===== src/rtl/z80_bus_bridge.sv =====
// -----------------------------------------------------------------------------
// z80_bus_bridge
//
// Purpose:
//   Turns the Z80 pin-level strobe bus (as produced by the TV80 wrapper) into a
//   single outstanding req/ack transaction toward the memory/IO fabric. The CPU
//   is stretched with wait_n until the fabric acknowledges or an optional
//   watchdog forces completion. Interrupt-acknowledge cycles never reach the
//   fabric; they are answered locally with a fixed vector.
//
// Parameters:
//   INT_VEC  - byte returned on cpu_di during interrupt acknowledge
//   TIMEOUT  - BUSY cycles before forced completion (0 = wait forever)
//   TO_DATA  - read data returned on a forced completion
//
// Ports:
//   clk, reset                         - clock, synchronous active-high reset
//   mreq_n, iorq_n, rd_n, wr_n,
//   m1_n, rfsh_n, A, cpu_dout          - CPU-side strobes, address, write data
//   cpu_di, wait_n                     - data and wait back to the CPU
//   bus_req, bus_io, bus_we, bus_m1,
//   bus_addr, bus_wdata                - fabric request (level, held until ack)
//   bus_ack, bus_rdata                 - fabric completion pulse and read data
//   bus_timeout                        - one-cycle pulse on forced completion
// -----------------------------------------------------------------------------
module z80_bus_bridge #(
   parameter logic [7:0]  INT_VEC = 8'hFF,
   parameter int unsigned TIMEOUT = 64,
   parameter logic [7:0]  TO_DATA = 8'hFF
) (
   input  logic        clk,
   input  logic        reset,
   input  logic        mreq_n,
   input  logic        iorq_n,
   input  logic        rd_n,
   input  logic        wr_n,
   input  logic        m1_n,
   input  logic        rfsh_n,
   input  logic [15:0] A,
   input  logic [7:0]  cpu_dout,
   output logic [7:0]  cpu_di,
   output logic        wait_n,
   output logic        bus_req,
   output logic        bus_io,
   output logic        bus_we,
   output logic        bus_m1,
   output logic [15:0] bus_addr,
   output logic [7:0]  bus_wdata,
   input  logic        bus_ack,
   input  logic [7:0]  bus_rdata,
   output logic        bus_timeout
);

   // Counter just wide enough to reach TIMEOUT-1; one bit minimum so the
   // declaration stays legal when the watchdog is small or disabled.
   localparam int unsigned    CNT_W    = (TIMEOUT > 2) ? $clog2(TIMEOUT) : 1;
   localparam logic [CNT_W-1:0] CNT_LAST = CNT_W'(TIMEOUT - 1);
   localparam bit             TO_EN    = (TIMEOUT != 0);

   typedef enum logic [1:0] {
      ST_IDLE = 2'd0,
      ST_BUSY = 2'd1,
      ST_DONE = 2'd2
   } state_t;

   // ---------------------------------------------------------------------------
   // Strobe decode
   // ---------------------------------------------------------------------------
   logic w_mem_rd;
   logic w_mem_wr;
   logic w_io_rd;
   logic w_io_wr;
   logic w_acc;
   logic w_inta;
   logic w_start;
   logic w_rfsh_unused;

   assign w_mem_rd = ~mreq_n & ~rd_n;
   assign w_mem_wr = ~mreq_n & ~wr_n;
   // IO terms exclude M1 so interrupt acknowledge (iorq_n with m1_n low) is
   // never mistaken for a port access.
   assign w_io_rd  = ~iorq_n &  m1_n & ~rd_n;
   assign w_io_wr  = ~iorq_n &  m1_n & ~wr_n;
   assign w_acc    = w_mem_rd | w_mem_wr | w_io_rd | w_io_wr;
   assign w_inta   = ~m1_n & ~iorq_n;

   // Refresh drives mreq_n low with rd_n/wr_n high, so it already matches no
   // access term; the pin itself carries no extra information here.
   assign w_rfsh_unused = rfsh_n;

   // ---------------------------------------------------------------------------
   // Registered state
   // ---------------------------------------------------------------------------
   state_t           r_state;
   logic             r_acc_d;
   logic [CNT_W-1:0] r_cnt;
   logic             r_bus_req;
   logic             r_bus_io;
   logic             r_bus_we;
   logic             r_bus_m1;
   logic [15:0]      r_bus_addr;
   logic [7:0]       r_bus_wdata;
   logic [7:0]       r_cpu_di;
   logic             r_bus_timeout;

   // A transaction only starts on a fresh rising edge of acc, and only from
   // IDLE; a strobe held low across DONE or across reset never re-triggers.
   assign w_start = (r_state == ST_IDLE) & w_acc & ~r_acc_d;

   always_ff @(posedge clk) begin
      // NOTE: sequential state uses non-blocking assignments only, so every
      // register here samples the pre-edge value of every other register.
      if (reset) begin
         r_state       <= ST_IDLE;
         r_acc_d       <= 1'b1;        // treat strobes as already active
         r_cnt         <= '0;
         r_bus_req     <= 1'b0;
         r_bus_io      <= 1'b0;
         r_bus_we      <= 1'b0;
         r_bus_m1      <= 1'b0;
         r_bus_addr    <= '0;
         r_bus_wdata   <= '0;
         r_cpu_di      <= 8'hFF;
         r_bus_timeout <= 1'b0;
      end else begin
         r_acc_d       <= w_acc;
         r_bus_timeout <= 1'b0;        // pulse by default

         unique case (r_state)
            ST_IDLE: begin
               if (w_start) begin
                  r_bus_addr  <= A;
                  r_bus_we    <= w_mem_wr | w_io_wr;
                  r_bus_io    <= ~iorq_n;
                  r_bus_m1    <= ~m1_n;
                  // acc rises on wr_n for writes, one T-state after mreq_n,
                  // so cpu_dout is already valid when it is captured here.
                  r_bus_wdata <= cpu_dout;
                  r_bus_req   <= 1'b1;
                  r_cnt       <= '0;
                  r_state     <= ST_BUSY;
               end
            end

            ST_BUSY: begin
               if (bus_ack) begin
                  // Ack has priority over a coincident watchdog expiry.
                  if (!r_bus_we) begin
                     r_cpu_di <= bus_rdata;
                  end
                  r_bus_req <= 1'b0;
                  r_state   <= ST_DONE;
               end else begin
                  r_cnt <= r_cnt + CNT_W'(1);
                  if (TO_EN && (r_cnt == CNT_LAST)) begin
                     if (!r_bus_we) begin
                        r_cpu_di <= TO_DATA;
                     end
                     r_bus_timeout <= 1'b1;
                     r_bus_req     <= 1'b0;
                     r_state       <= ST_DONE;
                  end
               end
            end

            ST_DONE: begin
               // Hold cpu_di until the CPU drops its strobes. If they rise
               // again immediately, r_acc_d has seen the gap and IDLE starts
               // the next transaction on the following cycle.
               if (!w_acc) begin
                  r_state <= ST_IDLE;
               end
            end

            default: begin
               r_state <= ST_IDLE;
            end
         endcase
      end
   end

   // ---------------------------------------------------------------------------
   // Outputs
   // ---------------------------------------------------------------------------
   assign bus_req     = r_bus_req;
   assign bus_io      = r_bus_io;
   assign bus_we      = r_bus_we;
   assign bus_m1      = r_bus_m1;
   assign bus_addr    = r_bus_addr;
   assign bus_wdata   = r_bus_wdata;
   assign bus_timeout = r_bus_timeout;

   // The interrupt vector is muxed in combinationally so it is on the bus in
   // the same cycle the CPU raises the acknowledge.
   assign cpu_di = w_inta ? INT_VEC : r_cpu_di;

   // wait_n is combinational so the CPU sees it low in the very cycle the
   // strobe appears and its T2 sample cannot slip past. It is forced high
   // while reset is held, even if the registered state is still BUSY.
   assign wait_n = ~(~reset & w_acc &
                     (((r_state == ST_IDLE) & ~r_acc_d) | (r_state == ST_BUSY)));

endmodule


===== config.mk =====
export PLATFORM = sky130hd
export DESIGN_NAME = z80_bus_bridge
export DESIGN_NICKNAME = d
export VERILOG_FILES = /design/src/rtl/z80_bus_bridge.sv
export SDC_FILE = /design/constraint.sdc
export NUM_CORES = 1
export LEC_CHECK = 0
export ABC_AREA = 0
export BUFFER_PORTS_ARGS = -buffer_cell sky130_fd_sc_hd__buf_2
export CORE_UTILIZATION = 48
export CTS_CLUSTER_DIAMETER = 150
export DETAILED_ROUTE_END_ITERATION = 10
export PLACE_DENSITY = 0.88
export SYNTH_ARGS = -nofsm -noshare
export SYNTH_HDL_FRONTEND = slang
export SYNTH_SLANG_ARGS = --single-unit

===== constraint.sdc =====
create_clock -name clk -period 1.9 [get_ports clk]
set_input_delay 0.38 -clock clk [delete_from_list [all_inputs] [get_ports clk]]
set_output_delay 0.38 -clock clk [all_outputs]
set_load 0.01 [all_outputs]

==> results by group <==
STA
  • Clock Skew: approximately 0.0034 ns
  • Final Max Tran Viols: 0
  • Final period utilization: 91.2%
  • Worst slew pin tran: 0.429 ns
  • Setup-failing EPs final: 0
  • Tmin final: 1.73 ns
  • Final Hold Vio Count: 0
  • Slew HR: 71.3%
  • Sum Neg Setup Slack: 0 ns
  • Highest Clock Rate: 0.577 GHz
  • RSZ-0062 raised after global routing: false

Power and ir drop
  • Power per cell area: a little over 700 mW/mm^2
  • Net Switching: 452 uW
  • P_int: ~1400 uW
  • Worst VDD drop: 0.398 mV
  • Final Power: 1850 uW
  • Clock share of power: 32.4%
  • Seq pwr share: between 50% and 60%
  • Lkg Pwr: 0.00110 uW
  • Switch share: 24.4%
  • Logic pwr share: 12.6%

Clock network
  • Cts bufs inserted: 5
  • H-tree levels: 2
  • Clk buf depth: 2
  • Worst-skew pair later-pin latency: 0.29 ns
  • Clock sinks: 46
  • CTS tree: done
  • Clk slew on worst S/H paths: 0.08 ns
  • Root Driver: clkbuf_8
  • Setup bufs post-CTS: 0

Routing
  • Wire per inst: 12.2 um
  • DRC violations left: 0
  • 1st-iter DRT viols: 91
  • WL final: around 4300 um
  • DRT antenna net count: 0
  • Via count: 1,825
  • Vias per Instance: 5.18
  • DRT Pass-1 Iters: 4

Die
  • Die area: 0.00451 mm^2
  • Core Area: 0.00403 mm^2
  • FP Rows: 23
  • Die X: 67.1 um
  • Count of boundary I/O pins: 79
  • Initial core utilization: between 50 and 60%
  • Die Y: 67.1 um

Layout
  • Commonest non-fill, non-tap cell in the layout: buf_2
  • Synth-to-Final Area Change: 26.2%
  • Fillers: 348
  • Layout cells sized above 1: approximately a third
  • Layout Nets: 343
  • Layout Utilization: 63.8%
  • N_diodes: 0
  • Most frequent cells in the layout: buf_2 (77), nand2_1 (53), dfxtp_1 (46)

Synthesis
  • Synth warn: 0
  • Compound-cell area share of the yosys netlist: about 15%
  • Synth Area in Adders: 0.615%
  • Syn Inst Count: 225
  • Post-synthesis cell type count: 37
  • Simple-Gate Fraction of Synth Area: 22.5%
  • Largest cells by area after synthesis: dfxtp_1 (45%), mux2i_1 (12%), nand2_1 (9.8%)
  • Post-Synth XOR/XNOR Area: less than 1%
  • Synth Net Count: between 200 and 300
  • Syn_area_per_cell: 9.05 um^2
  • Multiplexer share of the synthesized area: between 10% and 20%
  • Post-synthesis sequential area ratio: 45.2%
  • Yosys reg bits: 46
  • Largest family of logic cells by synthesized area: simple AND/OR/NAND/NOR gates
  • Share of Yosys cell area claimed by the top area cell type: 45.2%
  • Post-Syn Area: 0.00204 mm^2
  • Yosys top cell by area: dfxtp_1

Worst setup path
  • Startpoint Class: register
  • Critical path startpoint: r_state[0]$_SDFFE_PP0P_
  • Slowest cell on crit path: or4_1
  • CP Class: reg -> reg
  • CP bufs+invs: 0
  • Crit-path cells: or3b_1, or4_1, a211oi_2
  • Crit Path Max Fanout: 8
  • Critical Path Max Stage Delay: between 0.5 and 0.6 ns
  • Worst Path Arrival: around 2 ns
  • Critical Path End Type: register
  • Launching point of the worst reg2reg path: r_state[0]$_SDFFE_PP0P_
  • CP top delay family: simple AND/OR/NAND/NOR gates
  • Critical Path RT: around 2.1 ns

GRT
  • Total GRT Usage: between 10% and 20%
  • Grt ovf: 0
  • Global-route wire length before repair: approximately 6800 um
  • Pin count of the biggest net entering global routing: 43
  • Initial antenna violation count: 0
  • Vias in the first global route: about 1,600

Status
  • Status: complete, no violations

Place
  • Port Buffers: 77
  • Hpwl dp: around 3100 um
  • GPL Wtd Cong: 0.762

Min path
  • HP Start: A[0]
  • Hold Path Class: in -> reg

Run
  • Number of max-cap violations: 0
-- flip-flops by register name (all words and copies together) (netlist names) --
signal / count
bus_addr: 16
bus_wdata: 8
r_cpu_di: 8
r_cnt: 6
r_state: 2
bus_io: 1
bus_m1: 1
bus_req: 1
bus_timeout: 1
bus_we: 1
r_acc_d: 1
-- through the flow --
step	cell area, um^2	std cells	setup WS (ns)	hold slack, ns
after global routing	2570	352	0.0486	0.324
after floorplan	2040	225	0.345	0.468
after CTS	2560	352	0.0940	0.314
after global placement	2470	344	0.164	0.438
after detailed placement	2470	344	0.117	0.444
final	2570	352	0.167	0.325
-- routing by layer --
metal  share of wire [%]  GRT usage (%)  up-vias
met5                   0              0        -
met3                 7.1           6.68        7
met2                  44           30.8       66
met4                 1.3           7.18        0
li1                    -              -      943
met1                  47           24.9      809
-- worst paths after layout --
kind | slack [ns] | depth (start not counted) | to
setup / recovery | 0.17 | 3 | r_cnt[5]$_SDFFE_PP0P_
hold / removal | 0.32 | 3 | bus_addr[0]$_SDFFE_PP0P_
setup reg to reg | 0.17 | 3 | r_cnt[5]$_SDFFE_PP0P_
hold reg to reg | 0.45 | 2 | bus_addr[11]$_SDFFE_PP0P_
-- synth_stat cells --
master,number
o311ai_0,8
nor3_1,3
or2b_1,1
buf_6,3
a31oi_1,3
o31ai_1,1
o21ai_0,12
buf_2,2
o32ai_1,2
nor2b_1,3
mux2i_1,24
clkbuf_1,8
dfxtp_1,46
o211a_1,2
o2111ai_1,1
nor4bb_1,1
or3_1,4
mux2_1,1
ha_1,1
nor2_1,10
nand2_1,53
or4_1,1
a211oi_1,3
nand4_1,2
inv_1,3
a221oi_4,1
nand3_1,6
xnor2_1,1
or3b_1,1
nand4bb_1,1
o221a_2,1
and3_1,1
a211oi_2,2
or2_2,9
a21boi_0,1
nand2b_1,2
inv_2,1
-- power groups by stage --
stage | sequential [uW] | combinational, uW | clock [uW]
after global placement | 1040 | 227 | 0
after global routing | 1020 | 256 | 663
after detailed placement | 1040 | 234 | 0
after CTS | 1020 | 234 | 622
after floorplan | 1050 | 119 | 0
final | 1020 | 233 | 600
-- worst min-delay path, cell delays in order --
cell	delay [ns]
buf_2	0.10
nand2_1	0.04
mux2i_1	0.05
-- logic make-up after synthesis --
| kind of cell | after synthesis |
|---|---|
| simple gates | 98 |
| buf+inv | 17 |
| flops | 46 |
| mux | 25 |
| fa+ha+maj | 1 |
| compound gates | 37 |
| xor+xnor | 1 |
-- cell type report --
| type | count | area (um^2) | share of cell area (%) |
|---|---|---|---|
| Clock buffer | 7 | 86.3 | 3.36 |
| Clock inverter | 1 | 5.00 | 0.195 |
| Inverter | 4 | 15.0 | 0.584 |
| Multi-Input combinational cell | 162 | 1030 | 40.2 |
| Sequential cell | 46 | 921 | 35.8 |
| Tap cell | 50 | 62.6 | 2.43 |
| Timing Repair Buffer | 82 | 448 | 17.4 |
-- timing repair --
item                                   4_1_cts  5_1_grt
gates resized for setup                      0        1
hold buffers                                 0        0
endpoints found under the hold margin        0        0
setup endpoints to repair                    0        3
Power figures use the tool's default switching activity.
